File: config.mk
export PLATFORM = sky130hd
export DESIGN_NAME = beam_sum_accumulator
export DESIGN_NICKNAME = d
export VERILOG_FILES = /design/src/rtl/beam_pkg.sv /design/src/rtl/beam_round_shift.sv /design/src/rtl/beam_sum_accumulator.sv
export SDC_FILE = /design/constraint.sdc
export NUM_CORES = 1
export LEC_CHECK = 0
export CORE_ASPECT_RATIO = 0.6
export CORE_UTILIZATION = 35
export DETAILED_ROUTE_END_ITERATION = 7
export SYNTH_ARGS = -nofsm -noshare
export SYNTH_HDL_FRONTEND = slang
export SYNTH_SLANG_ARGS = --single-unit
File: constraint.sdc
create_clock -name clk -period 20.9 [get_ports clk]
set_input_delay 6.27 -clock clk [delete_from_list [all_inputs] [get_ports clk]]
set_output_delay 6.27 -clock clk [all_outputs]
set_load 0.1 [all_outputs]
File: src/rtl/beam_pkg.sv
// Shared constants and types for the delay-and-sum beam accumulator.
//   NUM_CH : mic channels per frame (power of two, >= 2)
//   DATA_W : signed PCM sample width
//   SHIFT  : log2(NUM_CH), the divide used by the average
//   SUM_W  : accumulator width; NUM_CH samples summed cannot overflow it
package beam_pkg;

    localparam int unsigned NUM_CH = 16;
    localparam int unsigned DATA_W = 19;
    localparam int unsigned SHIFT  = $clog2(NUM_CH);
    localparam int unsigned SUM_W  = DATA_W + SHIFT;

    typedef enum logic [1:0] {
        IDLE,
        ACCUM,
        OUTPUT
    } beam_sum_state_t;

    typedef logic signed [DATA_W-1:0] beam_sample_t;

endpackage

File: src/rtl/beam_round_shift.sv
// Rounded average: (acc + 2^(SHIFT_AMT-1)) >>> SHIFT_AMT, round-half-up,
// truncated to OUT_WIDTH. Purely combinational.
//   acc_i : signed accumulator value, SUM_WIDTH bits
//   avg_o : signed rounded average, OUT_WIDTH bits
module beam_round_shift
    import beam_pkg::*;
#(
    parameter int unsigned SUM_WIDTH = SUM_W,
    parameter int unsigned SHIFT_AMT = SHIFT,
    parameter int unsigned OUT_WIDTH = DATA_W
) (
    input  logic signed [SUM_WIDTH-1:0] acc_i,
    output logic signed [OUT_WIDTH-1:0] avg_o
);

    localparam logic [SUM_WIDTH-1:0] HALF = SUM_WIDTH'(64'(1) << (SHIFT_AMT - 1));

    // Biased sum cannot wrap: max positive sum + HALF stays below 2^(SUM_WIDTH-1).
    logic signed [SUM_WIDTH-1:0] biased;

    assign biased = acc_i + $signed(HALF);
    assign avg_o  = OUT_WIDTH'(biased >>> SHIFT_AMT);

endmodule

File: src/rtl/beam_sum_accumulator.sv
// Delay-and-sum back end: captures one frame of NUM_CH signed samples per
// input handshake, adds them serially one channel per cycle, then presents
// the full-precision sum and a rounded average until the output handshake.
// Optional macro BEAM_CHANNEL_MASK_EN adds ch_mask; masked channels add 0.
//   clk, rst            : clock, asynchronous active-high reset
//   in_valid/in_ready   : frame handshake, in_data packed channel i at [i*DATA_W +: DATA_W]
//   ch_mask             : (macro only) per-channel enable, sampled with in_data
//   out_valid/out_ready : result handshake
//   out_sum, out_avg    : registered sum and rounded average
//   busy                : high while accumulating or holding a result
module beam_sum_accumulator
    import beam_pkg::*;
(
    input  logic                       clk,
    input  logic                       rst,
    input  logic                       in_valid,
    output logic                       in_ready,
    input  logic [NUM_CH*DATA_W-1:0]   in_data,
`ifdef BEAM_CHANNEL_MASK_EN
    input  logic [NUM_CH-1:0]          ch_mask,
`endif
    output logic                       out_valid,
    input  logic                       out_ready,
    output logic signed [SUM_W-1:0]    out_sum,
    output logic signed [DATA_W-1:0]   out_avg,
    output logic                       busy
);

    localparam logic [SHIFT-1:0] LAST_IDX = SHIFT'(NUM_CH - 1);

    beam_sum_state_t          state_q;
    beam_sample_t             frame_q [NUM_CH];
    logic signed [SUM_W-1:0]  acc_q;
    logic [SHIFT-1:0]         idx_q;
    logic                     in_ready_q;
    logic                     out_valid_q;
    logic                     busy_q;
    logic signed [SUM_W-1:0]  out_sum_q;
    logic signed [DATA_W-1:0] out_avg_q;
`ifdef BEAM_CHANNEL_MASK_EN
    logic [NUM_CH-1:0]        mask_q;
`endif

    beam_sample_t             sample_c;
    logic signed [SUM_W-1:0]  acc_d;
    logic signed [DATA_W-1:0] avg_c;

    // Channel select; a masked channel contributes zero but still costs a cycle.
`ifdef BEAM_CHANNEL_MASK_EN
    assign sample_c = mask_q[idx_q] ? frame_q[idx_q] : '0;
`else
    assign sample_c = frame_q[idx_q];
`endif

    assign acc_d = acc_q + {{SHIFT{sample_c[DATA_W-1]}}, sample_c};

    // Average is taken from acc_d so it is ready on the same edge as out_sum.
    beam_round_shift #(
        .SUM_WIDTH (SUM_W),
        .SHIFT_AMT (SHIFT),
        .OUT_WIDTH (DATA_W)
    ) u_round_shift (
        .acc_i (acc_d),
        .avg_o (avg_c)
    );

    // Control FSM with registered handshake and result outputs.
    always_ff @(posedge clk or posedge rst) begin
        if (rst) begin
            state_q     <= IDLE;
            acc_q       <= '0;
            idx_q       <= '0;
            in_ready_q  <= 1'b1;
            out_valid_q <= 1'b0;
            busy_q      <= 1'b0;
            out_sum_q   <= '0;
            out_avg_q   <= '0;
            for (int i = 0; i < NUM_CH; i++) begin
                frame_q[i] <= '0;
            end
`ifdef BEAM_CHANNEL_MASK_EN
            mask_q      <= '0;
`endif
        end else begin
            case (state_q)
                IDLE: begin
                    if (in_valid && in_ready_q) begin
                        for (int i = 0; i < NUM_CH; i++) begin
                            frame_q[i] <= in_data[i*DATA_W +: DATA_W];
                        end
`ifdef BEAM_CHANNEL_MASK_EN
                        mask_q     <= ch_mask;
`endif
                        acc_q      <= '0;
                        idx_q      <= '0;
                        in_ready_q <= 1'b0;
                        busy_q     <= 1'b1;
                        state_q    <= ACCUM;
                    end
                end
                ACCUM: begin
                    acc_q <= acc_d;
                    idx_q <= idx_q + 1'b1;
                    if (idx_q == LAST_IDX) begin
                        out_sum_q   <= acc_d;
                        out_avg_q   <= avg_c;
                        out_valid_q <= 1'b1;
                        state_q     <= OUTPUT;
                    end
                end
                OUTPUT: begin
                    if (out_ready) begin
                        out_valid_q <= 1'b0;
                        busy_q      <= 1'b0;
                        in_ready_q  <= 1'b1;
                        state_q     <= IDLE;
                    end
                end
                default: begin
                    state_q <= IDLE;
                end
            endcase
        end
    end

    assign in_ready  = in_ready_q;
    assign out_valid = out_valid_q;
    assign busy      = busy_q;
    assign out_sum   = out_sum_q;
    assign out_avg   = out_avg_q;

endmodule

Yosys cells after proc, flatten, opt, wreduce, memory -nomap -nowiden
Cells that the tools add are included.
- add/sub/neg operators: 3
- order comparisons: 1
- eq/ne operators: 6
- multiplexer cells: 19
- bitwise gates (word level): 1
- reduce and logical (&&, ||, !) cells: 11
- operators with widths (cell ; number):
    binary-select mux 19 bit (select 4 bit) ; 1
    case mux 23 bit (2 select lines) ; 1
    two-way mux 19 bit ; 2
    adder 23 bit ; 1
    adder 23 x 5 -> 23 bit, second input constant ; 1
    two-way mux 23 bit ; 1
    AND reduction 3 bit ; 3
    case mux 4 bit (2 select lines) ; 1
    two-way mux 2 bit ; 3
    inequality test 2 bit, second input constant ; 3
    case mux 1 bit (2 select lines) ; 3
    case mux 2 bit (3 select lines) ; 1
    AND reduction 2 bit ; 3
    nonzero test 2 bit ; 3
    greater-or-equal comparator 5 bit, second input constant ; 1
    two-way mux 1 bit ; 5
    NOT 4 -> 5 bit ; 1
    adder 4 x 1 -> 4 bit, second input constant ; 1
    equality test 4 bit, second input constant ; 1
    two-way mux 4 bit ; 1
    equality test 2 x 1 -> 1 bit, second input constant ; 1
    equality test 2 bit, second input constant ; 1
    logical NOT 2 bit ; 1
    logical AND 1 bit ; 1
- register bits: 378
- input bits: 308
- logic and storage cells: 65

Longest topological paths before layout
Gate-level depths: netlist (run 1).
- depth after elaboration: 6
- gate-level depth with buffers: 21

By module
From an unflattened synthesis (run 1), not the netlist that was laid out.
- cell total of the unflattened synthesis: 1222
- area, all modules: 17748.3 um^2
- modules (own cells, without submodules) (module ; instances ; cells an instance ; area an instance (um^2)):
    beam_sum_accumulator ; 1 ; 1172 ; 17377.9
    beam_round_shift ; 1 ; 50 ; 370.4

Worst setup path before layout (run 1)
Ideal clock, no wire load.
- kind: input-to-reg
- start point: input in_valid
- end point: register frame_q[100] (netlist bit)
- library setup time: 125 ps
- arrival: 7711 ps
- required time: 20775 ps
- slack: 13064 ps
- cell stages on the path: 6
- path buffers: 3
- cells stage by stage: nand2_1 -> nor3b_1 -> clkbuf_1 -> clkbuf_1 -> clkbuf_1 -> mux2_2
- cells in the longest elaborated chain, start to end: 2
- RTL lines (item ; RTL line ; text):
    start: declaration ; beam_sum_accumulator.sv:16 ; input logic in_valid,
    logical AND 1 bit ; beam_sum_accumulator.sv:87 ; if (in_valid && in_ready_q) begin
    AND reduction 2 bit (no source line) ; - ;
    end signal: indexed assignment ; beam_sum_accumulator.sv:89 ; frame_q[i] <= in_data[i*DATA_W +: DATA_W];
    end: declaration ; beam_sum_accumulator.sv:32 ; beam_sample_t frame_q [NUM_CH];
No other way between the ends.
A chain may end at the register's enable or synchronous reset.

Final worst setup path (run 1)
- start point: input in_valid
- end point: register frame_q[9] (netlist bit)
The elaborated chain is that of the path after synthesis.

==> metrics.md, run 1 <==
| Metric | Value |
|---|---|
| Top post-synthesis cells by area | dfrtp_1, mux2_2, mux4_2 |
| Hold Violations, Final | 0 |
| Placeable Area | 51100 sq um |
| Layout Utilization | between 40% and 50% |
| Post-route setup slack | 11320 ps |
| Req. time, crit path | about 21000 ps |
| Mean Syn Cell Area | 12.8 sq um |
| Pwr/cell area | 145 nW/um^2 |
| M1 WL | ~27000 um |
| Drc violations | 0 |
| Status | finished clean |
| Nets | 2073 |
| Initial antenna violation count | 7 |
| Die area | 52800 sq um |
| Main flop type after synthesis | dfrtp_1 |
| Mapped Cells | around 1400 |
| IO Pins | 353 |
| CTS tree | done |
| GP Congestion | 0.850 |
| Iteration-0 DRC Markers | 738 |
| Cell taking the most area after synthesis | dfrtp_1 |
| Global Route Usage Sum | roughly a fifth |
| Worst EP arrival | 10000 ps |
| Post-DR wirelength/cell | 22.4 um |
| Placed cells | 2392 |
| First-pass GRT wire length | ~83000 um |
| Mapped Nets | 1754 |
| H-tree Lvls | 2 |
| Max VDD drop | 0.0795 mV |
| Pin count of the biggest net entering global routing | 156 |
| Min Hold Slack | 478 ps |
| Sequential fraction of the synthesis area | 52.1% |
| Clk sink count | 378 |
| Yosys warns | 0 |
| Fmax | about 100 MHz |
| Commonest non-fill, non-tap cell in the layout | dfrtp_1 |
| Setup crit end kind | flop |
| CTS Buffer Depth | 3 |
| Final ANT Viol Nets | 0 |
| Num rows | 64 |
| Post-Route WL | 55300 um |
| # port buffers | between 300 and 400 |
| Worst-Margin Slew | 1110 ps |
| CP startpoint kind | input port |
| Latest clock arrival within the worst-skew pair | 540 ps |
| Setup TNS | 0 ps |
| Max layer used | met5 |
| Cell Count, Final, Fillers Out | about 2500 |
| Post-synth ARST share | 100% |
| # fillers | 4667 |
| Unrepaired setup endpoints after global routing | no |
| WL met2 | around 24000 um |
| Die W | ~300 um |
| Flops & latches, synth | 378 |
| Max Cap Violations | 0 |
| Vias | between 10000 and 15000 |
| Count of final setup violators | 0 |
| CP Class | input port to flop |
| Storage element area | 9470 sq um |
| Worst min-delay path class | flop to flop |
| CTS clk-pin slew, worst paths | roughly 70 ps |
| Top cell type's share of synthesized area | 51.9% |
| Post-CTS Hold Fix Bufs | 0 |
| Share of cells above drive strength 1 | 26.2% |
| Num CTS Buffers | 39 |
| Post-CTS setup buffer count | 0 |
| Post-cts resize count | 0 |
| Dpl hpwl | 40300 um |
| Tmin final | 9580 ps |
| Clk root buf | clkbuf_16 |
| Leak pwr | 10.4 nW |
| Max Fanout on Critical Path | 73 |
| Area growth syn-to-layout | 30.0% |
| Initial Utilization | approximately 36% |
| Multi-input logic area | ~8000 sq um |
| Dpl ws | 10820 ps |
| Netlist Area Pre-Place | 18200 sq um |
| Vias per cell | roughly 5.2 |
| Vias in the first global route | 13000 |
| Detailed-routing iteration count for the pre-antenna-repair pass | 5 |
| Synth unique cells | 65 |
| Die height | 178 um |
| Most frequent cells in the layout | dfrtp_1, clkdlybuf4s50_1, mux2_2, nand2_1, o21ai_0 |
| Slew headroom | 26.1% |
| Max-slew violation count | 0 |
| Clock skew | 20.1 ps |
| Wire length on met3 | 3510 um |
| Period utilization | 45.8% |
| Post-synth EDFFs | 0 |
| Total gr overflow | 0 |
## Yosys cell counts (2+ instances only)
master     instances
nor3_1             6
o21a_1             4
o21ai_0           97
and2_1             2
ha_1              24
xnor2_1           20
mux2_2           321
clkbuf_8           2
nor2_1            23
and3_1             2
mux4_2            38
mux2i_1           60
clkbuf_1          74
a22oi_1           19
nor3b_1            3
or3_1              2
o31ai_1            4
o211a_1            2
xor2_1            12
a21oi_1           37
buf_1             10
o211ai_1           5
o22ai_1           18
a211oi_1           6
or4_1              3
nand3_1           14
bufbuf_16          2
a311oi_1           2
or4_4              2
a211o_1            3
or2_2              2
a221oi_1          21
nand4_1            6
a21o_1            11
nor2b_1            4
dfrtp_1          377
a21o_2             2
nor4_1             3
nand2b_1           5
nand2_1          134
buf_2              2
a31oi_1            4
inv_1             11
## where the power goes
part | total [mW] | switching [mW] | leakage [nW] | internal [mW]
registers | 1.02 | 0.118 | 4.94 | 0.900
logic | 1.68 | 1.03 | 4.80 | 0.648
clock network | 0.720 | 0.303 | 0.645 | 0.417
total | 3.41 | 1.45 | 10.4 | 1.97
## through the flow
stage,power (mW),area (sq um)
after floorplan,2.24,18200
after global placement,2.67,22300
after detailed placement,2.70,22300
after CTS,3.44,23600
after global routing,3.63,23600
final,3.41,23600
## final timing paths
kind                          start           end  slack, ps  depth (start not counted)
setup / recovery           in_valid    frame_q[9]      11320                          7
hold / removal                 busy          busy        480                          1
setup reg to reg           idx_q[0]   out_avg[17]      14110                         17
hold reg to reg                busy          busy        480                          1
max in group asynchronous       rst   frame_q[73]      12780                          3
min in group asynchronous       rst  frame_q[213]       6370                          2
## worst max-delay path, stage by stage
cell and delay [ps]:
clkdlybuf4s50_1 470, nand2_1 80, nor3b_2 180, buf_4 660
buf_4 870, buf_4 890, mux2_2 420
## per-layer routing
| layer | track usage (%) | up-vias |
|---|---|---|
| met1 | 31.0 | 6519 |
| met3 | 5.13 | 64 |
| met5 | 0 | - |
| met4 | 5.46 | 2 |
| li1 | - | 5872 |
| met2 | 30.4 | 317 |
## area by class of cell
class                      count  share of cell area, %
inverter                      11                  0.207
clock buffer                  57                   4.80
tap                          693                   3.67
sequential                   378                   40.1
multi-input combinational    940                   34.9
timing repair buffer         370                   15.5
antenna                        6                 0.0636
clock inverter                15                  0.726
## state kept, by name, indices dropped and copies added, names as in the netlist
signal and count:
in_ready 1, idx_q 4, acc_q 23, out_valid 1, frame_q 304, busy 1
out_sum 23, state_q 2, out_avg 19
## kinds of logic (layout without fill, tap and decap cells)
family | after synthesis | in the layout | synth area share (%)
other cells | 0 | 6 | 0
fa+ha+maj | 25 | 25 | 1.76
buf+inv | 103 | 453 | 2.60
simple gates | 220 | 220 | 5.61
compound gates | 244 | 244 | 8.49
flops | 378 | 378 | 52.1
mux | 419 | 419 | 27.9
xor+xnor | 32 | 32 | 1.54
Power figures use the tool's default switching activity.
==> run 2, diff against run 1 <==
==> constraint.sdc (replaced) <==
create_clock -name clk -period 9.17 [get_ports clk]
set_input_delay 2.751 -clock clk [delete_from_list [all_inputs] [get_ports clk]]
set_output_delay 2.751 -clock clk [all_outputs]
set_load 0.1 [all_outputs]
==> run 2 against run 1 <==
Worst hold slack worse by 3.2 ps. Combinational power up 130%. Critical path depth up 10. Worst setup slack worse by 8400 ps. Routed wire length up 2.5%. Count of clock-buffer cells in the layout up 2. Register-to-register slack worse by 11000 ps. Non-clock buffer count down 2. Critical endpoint is now out_avg[17]. Utilization about the same. First-iteration DRC count up 1.4%. Via count up 1.1%. Power up 130%.
==> metrics.md, run 2 (synthesis gave the netlist of run 1 again) <==
| Metric | Value |
|---|---|
| Status | finished clean |
| Setup TNS | 0 ps (unchanged) |
| Leak pwr | 10.4 nW (-0.10%) |
| CTS Buffer Depth | 3 (unchanged) |
| Max-slew violation count | 0 (unchanged) |
| HP Start | out_sum[8] |
| Vias in the first global route | 13300 (+2.1%) |
| Num rows | 64 (unchanged) |
| Fmax | approximately 160 MHz |
| Dpl hpwl | 41700 um (+3.6%) |
| Slowest CP cell | dfrtp_1 |
| Worst EP arrival | 6740 ps (-3260 ps) |
| CP Class | flop to flop |
| Area growth syn-to-layout | 30.1% (about the same) |
| Max VDD drop | 0.166 mV (+110%) |
| CP startpoint kind | flop |
| Initial antenna violation count | 5 (-2) |
| Reg-to-reg slack, setup | 2900 ps (-11210 ps) |
| Initial Utilization | 35.6% (unchanged) |
| CP most frequent cell | nand2_1 |
| Total gr overflow | 0 (unchanged) |
| Vias per cell | 5.24 (+1.4%) |
| # port buffers | 352 (unchanged) |
| Worst-Margin Slew | 1050 ps (-54.7 ps) |
| Post-Route WL | 56600 um (+2.5%) |
| Hold Violations, Final | 0 (unchanged) |
| Commonest non-fill, non-tap cell in the layout | dfrtp_1 |
| Post-CTS setup buffer count | 0 (unchanged) |
| Unrepaired setup endpoints after global routing | no |
| Placeable Area | 51100 sq um (unchanged) |
| Clk sink count | 378 (unchanged) |
| Drc violations | 0 (unchanged) |
| Detailed-routing iteration count for the pre-antenna-repair pass | 5 (unchanged) |
| Die area | 52800 sq um (unchanged) |
| Iteration-0 DRC Markers | 748 (+1.4%) |
| Worst min-delay path class | flop to flop |
| IO Pins | 353 (unchanged) |
| Reg2Reg Depth | 17 (unchanged) |
| Cell Chain, Critical Path | nand2_1 > o21ai_0 > a21oi_1 > o21ai_0 > nand2_1 > ha_1 > inv_1 > fa_1 > nor2b_1 > o31ai_1 > a31oi_1 > nor4_4 > nand4_1 > nor4_1 > nand2_1 > or4_1 > a31oi_1 |
| CTS tree | done |
| Nets | 2072 (-0.048%) |
| Total power | 7.87 mW (+130%) |
| Tmin final | 6270 ps |
| Count of final setup violators | 0 (unchanged) |
| Pin count of the biggest net entering global routing | 174 (+12%) |
| Final ANT Viol Nets | 0 (unchanged) |
| Period utilization | 68.4% |
| Die W | 296 um (unchanged) |
| Latest clock arrival within the worst-skew pair | 550 ps (about the same) |
| Clk root buf | clkbuf_16 |
| Largest register FFs | 304 (unchanged) |
| Hold worst-path end | out_sum[8] |
| H-tree Lvls | 2 (unchanged) |
| Global Route Usage Sum | 21.6% (+0.65 points) |
| R2R Path End | out_avg[17] |
| Min-Delay Path Depth | 2 (+1) |
| Crit path largest cell delay | 920 ps (+30 ps) |
| Slew headroom | 29.5% (+3.4 points) |
| Post-DR wirelength/cell | 23.0 um (+2.7%) |
| # fillers | 4655 (-0.26%) |
| Die height | 178 um (unchanged) |
| Max Cap Violations | 0 (unchanged) |
| Num CTS Buffers | 40 (+2.6%) |
| Most frequent cells in the layout | dfrtp_1, clkdlybuf4s50_1, mux2_2, nand2_1, o21ai_0 |
| Vias | 12900 (+1.1%) |
| Pwr/cell area | 333 nW/um^2 (+130%) |
| Min Hold Slack | 475 ps (-3.18 ps) |
| Share of cells above drive strength 1 | 26.0% (-0.15 points) |
| Worst R2R Start | idx_q[2] |
| CTS clk-pin slew, worst paths | 60 ps (about the same) |
| Setup crit end kind | flop |
| GP Congestion | 0.899 (+5.8%) |
| Max Fanout on Critical Path | 25 (-66%) |
| Post-cts resize count | 0 (unchanged) |
| Post-CTS Hold Fix Bufs | 0 (unchanged) |
| Clock skew | 16.5 ps (-3.63 ps) |
| First-pass GRT wire length | 85300 um (+3.2%) |
| Most flops, register | frame_q |
| Req. time, crit path | 9640 ps (-11680 ps) |
-- run 2: cell types whose count changed in the layout (fill, tap and decap cells not counted), moves of 3 or more --
cell / change
buf_4: -4
inv_6: -3
clkinvlp_4: +3
diode_2: -5
-- run 2: worst max-delay path: cells and delay by family (launching register included) --
| kind | cells | cell delay [ps] |
|---|---|---|
| flops | 1 | 920 |
| compound gates | 6 | 1970 |
| fa+ha+maj | 2 | 410 |
| simple gates | 8 | 2820 |
| buf+inv | 1 | 70 |
-- run 2: per-layer routing --
layer  track usage, %  up-vias  wire length, um
met2             32.3      334            24800
met3             4.27       66             3290
met1             32.5     6637            27700
met4             3.82       10              775
met5                0        -               68
li1                 -     5873                -
-- run 2: worst max-delay path by stage --
stage          startpoint           to  slack, ps
2_1_floorplan         rst     acc_q[0]       1340
3_3_place_gp     idx_q[2]  out_avg[17]       3170
3_5_place_dp     idx_q[2]  out_avg[17]       3050
4_1_cts          idx_q[2]  out_avg[17]       3000
5_1_grt          idx_q[2]  out_avg[17]       2490
6_report         idx_q[2]  out_avg[17]       2900
-- run 2: where the power goes --
part           internal [mW]  switching, mW  total (mW)
combinational           1.48           2.38        3.86
sequential              2.05          0.293        2.35
clock                  0.970          0.694        1.66
total                   4.51           3.37        7.87
-- run 2: area by class of cell --
| cell class | count | area (sq um) | area share [%] |
|---|---|---|---|
| inverter | 11 | 45.0 | 0.191 |
| clock inverter | 14 | 168 | 0.709 |
| sequential | 378 | 9470 | 40.0 |
| multi-input combinational | 940 | 8240 | 34.9 |
| antenna | 1 | 2.50 | 0.0106 |
| tap | 693 | 867 | 3.67 |
| clock buffer | 59 | 1160 | 4.92 |
| timing repair buffer | 368 | 3680 | 15.6 |
-- run 2: per-stage QoR --
stage | utilization, % | instance area, sq um | cells | worst slack (ps)
after floorplan | - | 18200 | 1421 | 1340
after global placement | 43.7 | 22300 | 2390 | 3170
after detailed placement | 43.7 | 22300 | 2390 | 3050
after CTS | 46.3 | 23600 | 2463 | 3000
after global routing | 46.3 | 23600 | 2463 | 2490
final | 46.3 | 23600 | 2464 | 2900
==> run 3, diff against run 2 <==
==> constraint.sdc (replaced) <==
create_clock -name clk -period 6.4 [get_ports clk]
set_input_delay 1.92 -clock clk [delete_from_list [all_inputs] [get_ports clk]]
set_output_delay 1.92 -clock clk [all_outputs]
set_load 0.1 [all_outputs]
==> run 3 against run 2 <==
Global-route usage decreased by 0.11 points. Utilization increased by 0.35 points. Combinational power increased by 47%. Via count decreased by 0.15%. Power increased by 46%.
==> metrics.md, run 3 (synthesis gave the netlist of run 1 again) <==
| Metric | Value |
|---|---|
| IO Pins | 353 (unchanged) |
| Total power | 11.5 mW (+46%) |
| Count of final setup violators | 0 (unchanged) |
| Vias per cell | 5.22 (-0.44%) |
| Die area | 52800 sq um (unchanged) |
| Unrepaired setup endpoints after global routing | no |
| Latest clock arrival within the worst-skew pair | 550 ps (about the same) |
| Detailed-routing iteration count for the pre-antenna-repair pass | 5 (unchanged) |
| Commonest non-fill, non-tap cell in the layout | dfrtp_1 |
| Num CTS Buffers | 39 (-2.5%) |
| Pin count of the biggest net entering global routing | 179 (+2.9%) |
| Iteration-0 DRC Markers | 890 (+19%) |
| Slowest CP cell | dfrtp_4 |
| Vias in the first global route | 13200 (-0.64%) |
| Placeable Area | 51100 sq um (unchanged) |
| Vias | 12900 (-0.15%) |
| Die W | 296 um (unchanged) |
| Cell Chain, Critical Path | buf_4 > mux4_2 > a22oi_1 > nand2_1 > ha_1 > inv_1 > fa_1 > nor2b_1 > o31ai_1 > a31oi_1 > nor4_4 > nand4_1 > nor4_1 > nand2_1 > or4_1 > a31oi_1 |
| CTS clk-pin slew, worst paths | 70 ps (about the same) |
| Req. time, crit path | 6860 ps (-2780 ps) |
| Total gr overflow | 0 (unchanged) |
| Hold Violations, Final | 0 (unchanged) |
| CP Class | flop to flop |
| Worst-Margin Slew | 1350 ps (+293 ps) |
| Initial antenna violation count | 6 (+1) |
| Die height | 178 um (unchanged) |
| Nets | 2080 (+0.39%) |
| Post-Route WL | 56800 um (+0.25%) |
| H-tree Lvls | 2 (unchanged) |
| First-pass GRT wire length | 84400 um (-1.1%) |
| Tmin final | 5660 ps (-614 ps) |
| Drc violations | 0 (unchanged) |
| Num rows | 64 (unchanged) |
| Fmax | 177 MHz (+11%) |
| Dpl hpwl | 42500 um (+1.8%) |
| Clk root buf | clkbuf_16 |
| Max Fanout on Critical Path | 30 (+20%) |
| GP Congestion | 0.905 (+0.62%) |
| Crit path largest cell delay | 780 ps (-140 ps) |
| Final ANT Viol Nets | 0 (unchanged) |
| # port buffers | 352 (unchanged) |
| Placed cells | 2399 (+0.38%) |
| CTS Buffer Depth | 3 (unchanged) |
| Status | finished clean |
| Reg-to-reg slack, setup | 740 ps (-2160 ps) |
| Max-slew violation count | 0 (unchanged) |
| Clk sink count | 378 (unchanged) |
| Period utilization | 88.4% (+20 points) |
| CP delay by family, top | simple AND/OR/NAND/NOR gates |
| Max Cap Violations | 0 (unchanged) |
| Largest register FFs | 304 (unchanged) |
| Share of cells above drive strength 1 | 26.5% (+0.48 points) |
| Global Route Usage Sum | 21.5% (-0.11 points) |
| Clock skew | 17.7 ps (+1.27 ps) |
| Cell Count, Final, Fillers Out | 2471 (+0.28%) |
| Worst min-delay path class | flop to flop |
| Leak pwr | 10.5 nW (+0.81%) |
| Initial Utilization | 35.6% (unchanged) |
| CP Buf/Inv Count | 2 (+1) |
| Most frequent cells in the layout | dfrtp_1, clkdlybuf4s50_1, mux2_2, nand2_1, o21ai_0 |
| Most flops, register | frame_q |
| Setup crit end kind | flop |
| Slew headroom | 10.2% (-19 points) |
| Area growth syn-to-layout | 31.1% |
| Pwr/cell area | 483 nW/um^2 (+45%) |
| Post-DR wirelength/cell | 23.0 um (about the same) |
| Layout Utilization | 46.6% (+0.35 points) |
| Worst EP arrival | 6120 ps (-620 ps) |
| Post-CTS Hold Fix Bufs | 0 (unchanged) |
| Max VDD drop | 0.252 mV (+52%) |
| CTS tree | done |
| Post-cts resize count | 0 (unchanged) |
| Post-CTS setup buffer count | 0 (unchanged) |
| CP startpoint kind | flop |
-- run 3: metrics by stage --
stage          cell area [sq um]  setup slack [ps]  TNS [ps]  hold slack, ps
4_1_cts                    23800               736         0             483
3_5_place_dp               22400               796         0             469
6_report                   23800               740         0             480
2_1_floorplan              18200              -597   -225160             475
5_1_grt                    23800               420         0             504
3_3_place_gp               22400               865         0             463
-- run 3: routing by layer --
metal	global-route usage (%)	up-vias	part of all wire (%)
li1	-	5880	-
met1	32.0	6536	48
met2	31.3	393	43
met3	5.64	81	7.3
met4	4.47	10	1.8
met5	0	-	0.13
-- run 3: report_power, final --
group / switching, mW / total [mW] / internal, mW
logic: 3.47 / 5.67 / 2.20
clock network: 1.00 / 2.48 / 1.48
registers: 0.406 / 3.35 / 2.94
-- run 3: cell type report --
cell class	instances	area, sq um
tap	693	867
antenna	2	5.00
fill	4624	27300
clock inverter	19	295
inverter	11	45.0
multi-input combinational	940	8240
clock buffer	51	1080
sequential	378	9470
timing repair buffer	377	3810
-- run 3: final timing paths --
check | endpoint | depth (start not counted) | start
max in group asynchronous | out_sum[19] | 3 | rst
worst max register to register | out_avg[17] | 16 | idx_q[0]
worst min register to register | busy | 1 | busy
worst max-delay path | out_avg[17] | 16 | idx_q[0]
worst min-delay path | busy | 1 | busy
min in group asynchronous | frame_q[193] | 2 | rst
